==> config.mk <==
export PLATFORM = sky130hd
export DESIGN_NAME = proc_ctrl_fsm
export DESIGN_NICKNAME = d
export VERILOG_FILES = /design/src/rtl/proc_pkg.sv /design/src/rtl/dec_onehot.sv /design/src/rtl/proc_ctrl_fsm.sv
export SDC_FILE = /design/constraint.sdc
export NUM_CORES = 1
export LEC_CHECK = 0
export ABC_AREA = 1
export CELL_PAD_IN_SITES_DETAIL_PLACEMENT = 2
export CELL_PAD_IN_SITES_GLOBAL_PLACEMENT = 2
export CORE_MARGIN = 5
export CORE_UTILIZATION = 13
export CTS_CLUSTER_SIZE = 20
export DETAILED_ROUTE_END_ITERATION = 6
export PLACE_DENSITY_LB_ADDON = 0.12
export SLEW_MARGIN = 10
export SYNTH_ARGS = -nofsm -noshare
export SYNTH_HDL_FRONTEND = slang
export SYNTH_HIERARCHICAL = 1
export SYNTH_SLANG_ARGS = --single-unit
==> constraint.sdc <==
create_clock -name clock -period 1.8 [get_ports clock]
set_input_delay 0.36 -clock clock [delete_from_list [all_inputs] [get_ports clock]]
set_output_delay 0.36 -clock clock [all_outputs]
set_load 0.005 [all_outputs]
==> src/rtl/proc_pkg.sv <==
// rtl/proc_pkg.sv - Shared opcodes, state encodings and IR field positions for proc_ctrl_fsm (honours PROC_CTRL_ILLEGAL_EN)
package proc_pkg;

    localparam logic [2:0] OPC_MV  = 3'b000;
    localparam logic [2:0] OPC_MVI = 3'b001;
    localparam logic [2:0] OPC_ADD = 3'b010;
    localparam logic [2:0] OPC_SUB = 3'b011;

    // Field positions of the default III XXX YYY instruction layout
    localparam int IR_OPC_MSB = 8;
    localparam int IR_OPC_LSB = 6;
    localparam int IR_RX_MSB  = 5;
    localparam int IR_RX_LSB  = 3;
    localparam int IR_RY_MSB  = 2;
    localparam int IR_RY_LSB  = 0;

`ifdef PROC_CTRL_ILLEGAL_EN
    typedef enum logic [2:0] {
        ST_T0   = 3'd0,
        ST_T1   = 3'd1,
        ST_T2   = 3'd2,
        ST_T3   = 3'd3,
        ST_HALT = 3'd4
    } state_t;
`else
    typedef enum logic [1:0] {
        ST_T0 = 2'd0,
        ST_T1 = 2'd1,
        ST_T2 = 2'd2,
        ST_T3 = 2'd3
    } state_t;
`endif

endpackage

==> src/rtl/dec_onehot.sv <==
// rtl/dec_onehot.sv - Register index to one-hot select decoder with enable
module dec_onehot #(
    parameter int W = 3,
    localparam int N = 2**W
) (
    input  logic [W-1:0] idx,
    input  logic         en,
    output logic [N-1:0] onehot
);

    // Single bit set at idx when enabled, otherwise all zero
    always_comb begin
        onehot = '0;
        if (en) begin
            onehot[idx] = 1'b1;
        end
    end

endmodule

==> src/rtl/proc_ctrl_fsm.sv <==
// rtl/proc_ctrl_fsm.sv - Multicycle T0-T3 control sequencer for the simple processor (optional PROC_CTRL_ILLEGAL_EN adds illegal/HALT)
module proc_ctrl_fsm
    import proc_pkg::*;
#(
    parameter int REG_W = 3,
    parameter int OPC_W = 3,
    parameter int IR_W  = 9,
    localparam int NREG = 2**REG_W
) (
    input  logic            clock,
    input  logic            clear,
    input  logic            run,
    input  logic [IR_W-1:0] ir_q,
    output logic            irin,
    output logic [NREG-1:0] rin,
    output logic [NREG-1:0] rout,
    output logic            ain,
    output logic            gin,
    output logic            gout,
    output logic            dinout,
    output logic            addsub,
    output logic            done
`ifdef PROC_CTRL_ILLEGAL_EN
    ,
    output logic            illegal
`endif
);

    localparam int OPC_LSB = 2 * REG_W;
    localparam int RX_LSB  = REG_W;
    localparam int RY_LSB  = 0;

    state_t state;
    state_t next_state;

    logic [OPC_W-1:0] opc;
    logic [REG_W-1:0] rx;
    logic [REG_W-1:0] ry;
    logic [REG_W-1:0] rout_idx;
    logic             rin_en;
    logic             rout_en;
    logic             rout_sel_y;

    assign opc      = ir_q[OPC_LSB +: OPC_W];
    assign rx       = ir_q[RX_LSB +: REG_W];
    assign ry       = ir_q[RY_LSB +: REG_W];
    assign rout_idx = rout_sel_y ? ry : rx;

    // State register; clear returns to T0 from anywhere, including mid-instruction
    always_ff @(posedge clock) begin
        if (clear) begin
            state <= ST_T0;
        end else begin
            state <= next_state;
        end
    end

    // Next-state and control decode; clear overrides every output to 0
    always_comb begin
        next_state = state;
        irin       = 1'b0;
        ain        = 1'b0;
        gin        = 1'b0;
        gout       = 1'b0;
        dinout     = 1'b0;
        addsub     = 1'b0;
        done       = 1'b0;
        rin_en     = 1'b0;
        rout_en    = 1'b0;
        rout_sel_y = 1'b0;
`ifdef PROC_CTRL_ILLEGAL_EN
        illegal    = 1'b0;
`endif
        case (state)
            ST_T0: begin
                irin = run;
                if (run) begin
                    next_state = ST_T1;
                end
            end
            ST_T1: begin
                next_state = ST_T0;
                if (opc == OPC_W'(OPC_MV)) begin
                    rout_en    = 1'b1;
                    rout_sel_y = 1'b1;
                    rin_en     = 1'b1;
                    done       = 1'b1;
                end else if (opc == OPC_W'(OPC_MVI)) begin
                    dinout = 1'b1;
                    rin_en = 1'b1;
                    done   = 1'b1;
                end else if (opc == OPC_W'(OPC_ADD) || opc == OPC_W'(OPC_SUB)) begin
                    rout_en    = 1'b1;
                    ain        = 1'b1;
                    next_state = ST_T2;
                end else begin
`ifdef PROC_CTRL_ILLEGAL_EN
                    illegal    = 1'b1;
                    next_state = ST_HALT;
`else
                    done       = 1'b1;
`endif
                end
            end
            ST_T2: begin
                rout_en    = 1'b1;
                rout_sel_y = 1'b1;
                gin        = 1'b1;
                addsub     = (opc == OPC_W'(OPC_SUB));
                next_state = ST_T3;
            end
            ST_T3: begin
                gout       = 1'b1;
                rin_en     = 1'b1;
                done       = 1'b1;
                next_state = ST_T0;
            end
`ifdef PROC_CTRL_ILLEGAL_EN
            ST_HALT: begin
                illegal    = 1'b1;
                next_state = ST_HALT;
            end
`endif
            default: begin
                next_state = ST_T0;
            end
        endcase

        if (clear) begin
            next_state = ST_T0;
            irin       = 1'b0;
            ain        = 1'b0;
            gin        = 1'b0;
            gout       = 1'b0;
            dinout     = 1'b0;
            addsub     = 1'b0;
            done       = 1'b0;
            rin_en     = 1'b0;
            rout_en    = 1'b0;
`ifdef PROC_CTRL_ILLEGAL_EN
            illegal    = 1'b0;
`endif
        end
    end

    dec_onehot #(.W(REG_W)) u_dec_rin (
        .idx    (rx),
        .en     (rin_en),
        .onehot (rin)
    );

    dec_onehot #(.W(REG_W)) u_dec_rout (
        .idx    (rout_idx),
        .en     (rout_en),
        .onehot (rout)
    );

endmodule

==> run summary <==
violations in the final reports = negative setup slack
DP HPWL = 1890 um
Syn Inst Count = 88
critical path's slowest cell = dfxtp_4
die width = 68.4 um
largest family of logic cells by synthesized area = simple AND/OR/NAND/NOR gates
Worst EP arrival = 1.68 ns
DRC viols = 0
PD cells = 601 nW/um^2
CP most frequent cell = nand2_2
Top Layer Used = met3
GRT overflow = 0
number of setup violations in the final report = 14
Final Power = 0.714 mW
WL met2 = 1530 um
delay-heaviest family, CP = simple AND/OR/NAND/NOR gates
Hold Buf Count CTS = 0
GRT Total Usage = 11.4%
DIE HEIGHT = 68.4 um
post-synth cell types = 16
RSZ-0062 raised after global routing = true
Worst Setup Slack, final = -0.237 ns
Final GP Congestion = 0.711
cell area after synthesis = 443 um^2
CTS tree = built
Die ar. = 4670 um^2
most frequent cells in the layout = buf_2 (17), buf_4 (15), nor2_2 (12), nor2_1 (12)
area leader, netlist = nand2_1
total length of routed met3 wires = 100 um
Critical Path Start Type = flop
switching power = 0.318 mW
first-pass GRT wire length = 3970 um
worst clock skew = 0.00155 ns
layout cells sized above 1 = 67.1%
CP Max Fanout = 4
routed length per instance = 13.2 um
Synth top area share = 22.9%
Clock Power Share = 13.7%
setup TNS = -2.22 ns
FMAX = 491 MHz
register area share after synthesis = 9.04%
Synth Area per Inst = 5.03 um^2
post-synthesis mux area share = 0%
diode count = 0
# fillers = 418
complex-gate fraction of the synthesized area = 4.80%
Reg area = 45.0 um^2
most common cell after layout, fill and taps aside = buf_2
CTS root buffer = clkbuf_4
Rows = 21
period utilization = 113%
antenna violations before repair = 0
post-synthesis register bit count = 2
Worst Path Required = 1.44 ns
Syn Nets = 104
synth-to-layout area growth = 168%
CP max stage delay = 0.38 ns
Net Sw Frac = 44.6%
max_cap viols = 0
Hold Worst Slack = 0.623 ns
main area contributors after synthesis = nand2_1 (23%), nor2_1 (19%), ha_1 (11%)
H-tree Lvls = 1
1st-pass router iterations = 2
IO Pins = 35
initial DRC count = 33
final non-filler cell total = 192
Core ar. = 3310 um^2
Crit Path Class = flop to primary output
crit path capture type = primary output
share of power burned in registers = 11.3%
Clock transition at path regs = 0.03 ns
Vias = 777
largest net degree at the start of global routing = 7
Comb pwr share = 75.0%
hold violation count in the final report = 0
xor/xnor share of the synthesized area = 0%
Worst Max-Slew Pin Slew = 0.268 ns
antenna-violating nets left = 0
insertion delay of the later-clocked pin in the worst-skew pair = 0.22 ns
Int Power = 0.396 mW
Starting Density = 13.4%
Post-layout nets = 164
status = finished with violations
total wire length = 2540 um
critical-path cell list = ha_4 > inv_4 > buf_6 > nor3_4 > nand2_1 > nand2_2 > nand2_2 > nor2_1 > buf_2
leak pwr = 0.588 nW
CTS Buf Count = 3
Yosys Warn Count = 6
M1 WL = 910 um
placed insts = 180
max-slew violation count = 0
Clock Sinks = 2
Clock Path Buffers = 2
crit path time final = 2.04 ns
vias in the first global route = 892
Slew headroom = 82.1%
adder-cell area share of the yosys netlist = 11.3%
DP Worst Slack = -0.689 ns
worst path buffer plus inverter count = 3
PortBufs = 34
Synth Area in Simple Gates = 61.0%
area occupied by multi-input gates = 559 um^2
Vias/cell = 4.05
HP Class = flop to flop
VDD IR max = 0.242 mV
worst paths after layout:
| path | from | to | slack (ns) | depth (start not counted) |
|---|---|---|---|---|
| setup / recovery | state[0] | rout[0] | -0.24 | 9 |
| hold reg to reg | state[0] | flop | 0.62 | 3 |
| hold / removal | state[0] | flop | 0.62 | 3 |
| setup reg to reg | state[0] | flop | 0.63 | 7 |
kinds of logic (layout without fill, tap and decap cells):
kind of cell    Yosys count  in the layout
flops                     2              2
fa+ha+maj                 4              4
buf+inv                  16             74
compound gates            4              4
simple gates             62             62
routing by layer:
metal,up-vias,GRT usage (%)
li1,384,-
met1,378,11.3
met2,15,23.3
met3,0,1.48
met4,0,4.47
met5,-,0
synthesized netlist by cell type:
cell type	number
nor2_1	23
buf_2	1
a21oi_1	1
nor4_1	1
nand3_1	5
dfxtp_1	2
ha_1	4
a31oi_1	1
nand2_1	27
nor3_2	1
o21ai_0	2
nand2_4	2
nand2_2	1
nor2_2	2
inv_2	2
inv_1	13
power by group through the flow:
stage	logic, mW	registers (mW)	clock network, mW
after global routing	0.588	0.0825	0.116
after CTS	0.444	0.0793	0.105
final	0.536	0.0807	0.0976
after global placement	0.313	0.0653	0
after floorplan	0.165	0.0645	0
after detailed placement	0.322	0.0670	0
timing repair:
item | in CTS | in global routing
setup buffers | 8 | 3
endpoints found under the setup margin | 23 | 20
resized for setup | 131 | 30
gates cloned | 0 | 0
pin swaps | 21 | 15
worst min-delay path: cells and delay by family, from the launching register on:
family | cells | cell delay, ns
flip-flops | 1 | 0.36
AND/OR/NAND/NOR | 3 | 0.23
final cells by class:
type | count | share of cell area, %
Multi-Input combinational cell | 70 | 47.1
Tap cell | 46 | 4.84
Inverter | 15 | 5.58
Timing Repair Buffer | 56 | 36.8
Sequential cell | 2 | 3.79
Clock buffer | 3 | 1.89
per-stage QoR:
step,area [um^2],utilization (%)
2_1_floorplan,443,-
3_3_place_gp,933,28.2
3_5_place_dp,933,28.2
4_1_cts,1060,32.2
5_1_grt,1190,35.9
6_report,1190,35.9
Power figures use the tool's default switching activity.
==> variant 1: new RTL, same settings <==
Add an input register stage for `clear`, `run` and `ir_q`; this delays them by one clock.
--- a/src/rtl/proc_ctrl_fsm.sv
+++ b/src/rtl/proc_ctrl_fsm.sv
@@ -30,6 +30,16 @@
     localparam int RX_LSB  = REG_W;
     localparam int RY_LSB  = 0;
 
+    logic clear_q;
+    logic run_q;
+    logic [IR_W-1:0] ir_q_q;
+
+    always_ff @(posedge clock) begin
+        clear_q <= clear;
+        run_q   <= run;
+        ir_q_q  <= ir_q;
+    end
+
     state_t state;
     state_t next_state;
 
@@ -41,14 +51,14 @@
     logic             rout_en;
     logic             rout_sel_y;
 
-    assign opc      = ir_q[OPC_LSB +: OPC_W];
-    assign rx       = ir_q[RX_LSB +: REG_W];
-    assign ry       = ir_q[RY_LSB +: REG_W];
+    assign opc      = ir_q_q[OPC_LSB +: OPC_W];
+    assign rx       = ir_q_q[RX_LSB +: REG_W];
+    assign ry       = ir_q_q[RY_LSB +: REG_W];
     assign rout_idx = rout_sel_y ? ry : rx;
 
     // State register; clear returns to T0 from anywhere, including mid-instruction
     always_ff @(posedge clock) begin
-        if (clear) begin
+        if (clear_q) begin
             state <= ST_T0;
         end else begin
             state <= next_state;
@@ -73,8 +83,8 @@
 `endif
         case (state)
             ST_T0: begin
-                irin = run;
-                if (run) begin
+                irin = run_q;
+                if (run_q) begin
                     next_state = ST_T1;
                 end
             end
@@ -126,7 +136,7 @@
             end
         endcase
 
-        if (clear) begin
+        if (clear_q) begin
             next_state = ST_T0;
             irin       = 1'b0;
             ain        = 1'b0;
Formal check against the unedited RTL: not equivalent (a bounded check fails within 4 cycles, from zero or initial values).
==> variant 1 against the original RTL <==
- the run still ends with negative setup slack left
- synthesized area increased by 50%
- power is 39% higher
- combinational power shrank 28%
- critical path type unchanged
- sequential cell count increased by 11
- utilization fell by 9.9 points
- critical path depth up 4
- routed wire length shrank 0.35%
- highest routed layer is now met4
- design area increased by 10%
- worst setup slack improved by 0.048 ns
- synthesized cell count is 14% higher
==> variant 1: results (changes against the original RTL) <==
[run_status]
status = complete, but fails checks
violations = negative setup slack

[clocking]
clk_pin_slew_worst_paths_ns = 0.06  ; +0.03 ns
clk_latency_ns = 0.24  ; +0.02 ns
cts_root_buffer = clkbuf_8

[pwr]
pg_seq_uw = 343  ; +330%
leakagePower_uw = 0.000627  ; +6.6%
pwr-share-comb_pct = 38.9  ; -36 points
pwr-share-seq_pct = 34.5  ; +23 points
peakVddDrop_uv = 368  ; +52%
p_int_uw = 659  ; +67%

[global_route]
grt_pass1_vias = 938  ; +5.2%
grt_pass1_wl_um = 4280  ; +8.0%
grt_usage_pct = 8.21  ; -3.2 points
grt_max_degree = 9  ; +2

[place]
dp_hpwl_um = 2120  ; +12%
gp_congestion = 0.651  ; -8.4%
dp_slack_ns = -0.493  ; +0.196 ns
dpl_cell_area_um2 = 1180  ; +26%

[logic_synthesis]
synth_seq_area_share_pct = 39.1  ; +30 points
ys_warn_count = 6  ; unchanged
synth_area_leaders = dfxtp_1 (39%), nor2_1 (14%), nand2_1 (12%)
synthAdderAreaFrac_pct = 7.52  ; -3.8 points
synth_compound_area_share_pct = 4.70  ; -0.10 points
yosys-top-cells-count = nor2_1 (24), nand2_1 (22), inv_1 (16), dfxtp_1 (13), nand3_1 (5)
synth_nets = 116  ; +12%
synthDistinctLibCells = 17  ; +1

[timing]
fin_skew_ns = 0.00435  ; +0.00280 ns
maxSlewHeadroom_pct = 84.8  ; +2.6 points
setup_viol = 16  ; +2
setup_ws_ns = -0.188  ; +0.0484 ns
setup_tns_ns = -2.19  ; +0.0234 ns

[critical_path]
cp_slowest_cell = dfxtp_2
critical_path_arrival_ns = 1.63  ; -0.05 ns
cp_top_family = simple AND/OR/NAND/NOR gates
critical_path.max_stage_delay_ns = 0.32  ; -0.06 ns
cp-endpoint = rout[1]
ff2ff_setup_slack_ns = 0.61  ; -0.02 ns

[route]
wirelength_um = 2530  ; -0.35%
top_layer = met4
num_vias = 800  ; +3.0%
wl_met3_um = 122  ; +22%
met2_wirelength_um = 1310  ; -14%
wl_met1_um = 1100  ; +20%
first_pass_iters = 3  ; +1
drt-initial-drc-count = 10  ; -70%

[layout]
nets = 171  ; +4.3%
fill_cells = 602  ; +44%
drive_above_1_share_pct = 54.5  ; -13 points

-- variant 1: stage by stage --
step	utilization, %	instances
6_report	26.0	224
5_1_grt	26.0	224
4_1_cts	25.7	224
3_5_place_dp	23.4	215
3_3_place_gp	23.4	215
2_1_floorplan	-	100
-- variant 1: timing repair --
| action | in CTS | in global routing |
|---|---|---|
| endpoints found under the hold margin | 0 | 0 |
| endpoints found under the setup margin | 23 | 20 |
| pin swaps | 17 | 13 |
| setup buffers | 5 | 0 |
| hold buffers | 0 | 0 |
| resized for setup | 110 | 16 |
| gates cloned | 0 | 0 |
-- variant 1: worst min path at each step --
stage / start / to / slack, ns / cells after the start
after global placement: run_q / state[0] / 0.49 / 2
after detailed placement: run_q / state[0] / 0.50 / 2
after floorplan: clear / clear_q / 0.39 / 0
final: run_q / state[0] / 0.49 / 2
after global routing: run_q / state[0] / 0.53 / 2
after CTS: run_q / state[0] / 0.50 / 2
-- variant 1: worst register-to-register path: cells and delay by family, from the launching register on --
kind / cells / cell delay (ns)
flip-flops: 1 / 0.32
adder cells (fa/ha/maj): 1 / 0.14
AND/OR/NAND/NOR: 3 / 0.33
buffers and inverters: 3 / 0.35
-- variant 1: cell type report --
type                       count  share of cell area, %
multi-input combinational     68                   35.2
tap                           70                   6.67
sequential                    13                   20.2
timing repair buffer          51                   29.3
clock inverter                 1                  0.381
inverter                      18                   5.15
clock buffer                   3                   3.15
-- variant 1: routing by layer --
layer  track usage, %  vias up
met3             2.41        2
li1                 -      406
met2             15.1       22
met5                0        -
met4             1.01        0
met1             9.53      370
-- variant 1: logic make-up after synthesis --
logic type | count (synthesis)
adder cells (fa/ha/maj) | 4
AO/OA/AOI/OAI | 6
flip-flops | 13
AND/OR/NAND/NOR | 58
buffers and inverters | 19
==> variant 2: new RTL, config.mk and constraints unchanged <==
Made on the original files. The option `PROC_CTRL_ILLEGAL_EN` is turned on by a define.
--- a/src/rtl/proc_pkg.sv
+++ b/src/rtl/proc_pkg.sv
@@ -1,4 +1,6 @@
 // rtl/proc_pkg.sv - Shared opcodes, state encodings and IR field positions for proc_ctrl_fsm (honours PROC_CTRL_ILLEGAL_EN)
+`define PROC_CTRL_ILLEGAL_EN
+
 package proc_pkg;
 
     localparam logic [2:0] OPC_MV  = 3'b000;
Formal check against the unedited RTL (old outputs only; new: illegal): not equivalent (a bounded check fails within 4 cycles, from zero or initial values).
==> variant 2 against the original RTL <==
- the flow still finishes with violations (negative setup slack)
- utilization is 3.0 points higher
- synthesized area is 6.2% lower
- routed wire length is 4.8% lower
- clock skew is 0.0014 ns lower
- sequential cell count is 1 higher
- design area stayed put
- worst setup slack better by 0.17 ns
- highest routed layer unchanged
Power is not compared: it rests on default switching activity, and its combinational part moved more than twofold at a synthesized area within 25%.
==> variant 2: results (changes against the original RTL) <==
[place]
gp_congestion = 0.708  ; -0.44%
dp.cells = 173  ; -3.9%
dp_hpwl_um = 1730  ; -8.2%
io_buffers = 35  ; +2.9%
dpl_cell_area_um2 = 913  ; -2.1%

[timing]
setup_ws_ns = -0.0637  ; +0.173 ns
hold_viol = 0  ; unchanged
setup_tns_ns = -0.521  ; +1.70 ns
maxSlewHeadroom_pct = 85.3  ; +3.1 points
fin_skew_ns = 0.000145  ; -0.00141 ns
setup_viol = 12  ; -2

[layout]
final-instance-count-excl-fill = 193  ; +0.52%
top_regs = state: 3 flops
fill_cells = 372  ; -11%
drive_above_1_share_pct = 72.5  ; +5.4 points
nets = 162  ; -1.2%

[clocking]
clk_pin_slew_worst_paths_ns = 0.04
htree_levels = 1  ; unchanged

[logic_synthesis]
synth_seq_area_share_pct = 14.5  ; +5.4 points
synthDistinctLibCells = 16  ; unchanged
syn_inst = 82  ; -6.8%
synthAdderAreaFrac_pct = 0  ; -11 points
synth_compound_area_share_pct = 10.2  ; +5.4 points
synth_nets = 94  ; -9.6%
synth_area_leaders = nand2_1 (21%), nor2_1 (18%), dfxtp_1 (14%)
yosys-top-cells-count = nand2_1 (23), nor2_1 (20), inv_1 (12)

[route]
viasPerCell = 4.02  ; -0.77%
wl_met1_um = 958  ; +5.3%
met2_wirelength_um = 1360  ; -11%
wirelength_um = 2420  ; -4.8%
top_layer = met3
wl_met3_um = 99  ; -1.0%
drt-initial-drc-count = 10  ; -70%
first_pass_iters = 3  ; +1

[global_route]
grt_pass1_wl_um = 3710  ; -6.6%
gr-usage-met1_pct = 11.9  ; +0.69 points
grt_max_degree = 10  ; +3
grtUsageMet3_pct = 1.52  ; +0.040 points
grt_usage_pct = 10.5  ; -0.90 points
use_met2_pct = 19.6  ; -3.8 points
grt_pass1_vias = 809  ; -9.3%

[critical_path]
cp_slowest_cell = dfxtp_4
critPathMaxFanout = 4  ; unchanged
ff2ff_path_depth = 6  ; -1
critical_path.max_stage_delay_ns = 0.36  ; -0.02 ns

[worst_hold_path]
hold_path_depth = 2  ; -1

[run_status]
status = complete, but fails checks
violations = negative setup slack

-- variant 2: cell count changes after synthesis, sizes merged, moves of 2 or more --
cell	before	now
nand2	30	27
ha	4	0
nor4	1	3
nor2	25	22
a21oi	1	4
o21ai	2	0
inv	15	13
a211oi	0	2
-- variant 2: logic make-up (layout without fill, tap and decap cells) --
kind of cell,Yosys count,count (layout)
flip-flops,3,3
AND/OR/NAND/NOR,58,58
AO/OA/AOI/OAI,7,7
buffers and inverters,14,81
-- variant 2: worst max-delay path, delay by kind of cell, from the launching register on --
family	cells	cell delay, ns
compound gates	1	0.13
simple gates	3	0.21
buf+inv	5	0.56
flops	1	0.36
-- variant 2: cell type report --
| type | instances | area, um^2 | share of cell area, % |
|---|---|---|---|
| flip-flops and latches | 3 | 68.8 | 5.79 |
| clock buffers | 4 | 26.3 | 2.21 |
| multi-input cells | 65 | 520 | 43.8 |
| inverters | 13 | 56.3 | 4.74 |
| repair buffers | 64 | 462 | 38.8 |
| well taps | 44 | 55.1 | 4.63 |
-- variant 2: repair_timing --
item                                    CTS  global route
buffers inserted                          9             7
resized for setup                       110            50
endpoints found under the setup margin   24            20
pin swaps                                17            20
cloned                                    0             0
-- variant 2: through the flow --
step | utilization (%) | worst slack [ns]
2_1_floorplan | - | 0.260
3_3_place_gp | 29.9 | -0.686
3_5_place_dp | 29.9 | -0.761
4_1_cts | 34.6 | -0.153
5_1_grt | 38.9 | -0.223
6_report | 38.9 | -0.0637
-- variant 2: final timing paths --
kind	start	end	slack, ns
worst max-delay path	state[2]	rin[3]	-0.06
worst min-delay path	state[2]	state[2]	0.57
worst max register to register	state[2]	state[1]	0.68
worst min register to register	state[2]	state[2]	0.57
-- variant 2: power by group --
group          internal (uW)  total, uW  switching, uW
logic                   95.1        194           99.1
clock network           83.1        118           34.8
registers               69.8       76.6           6.81
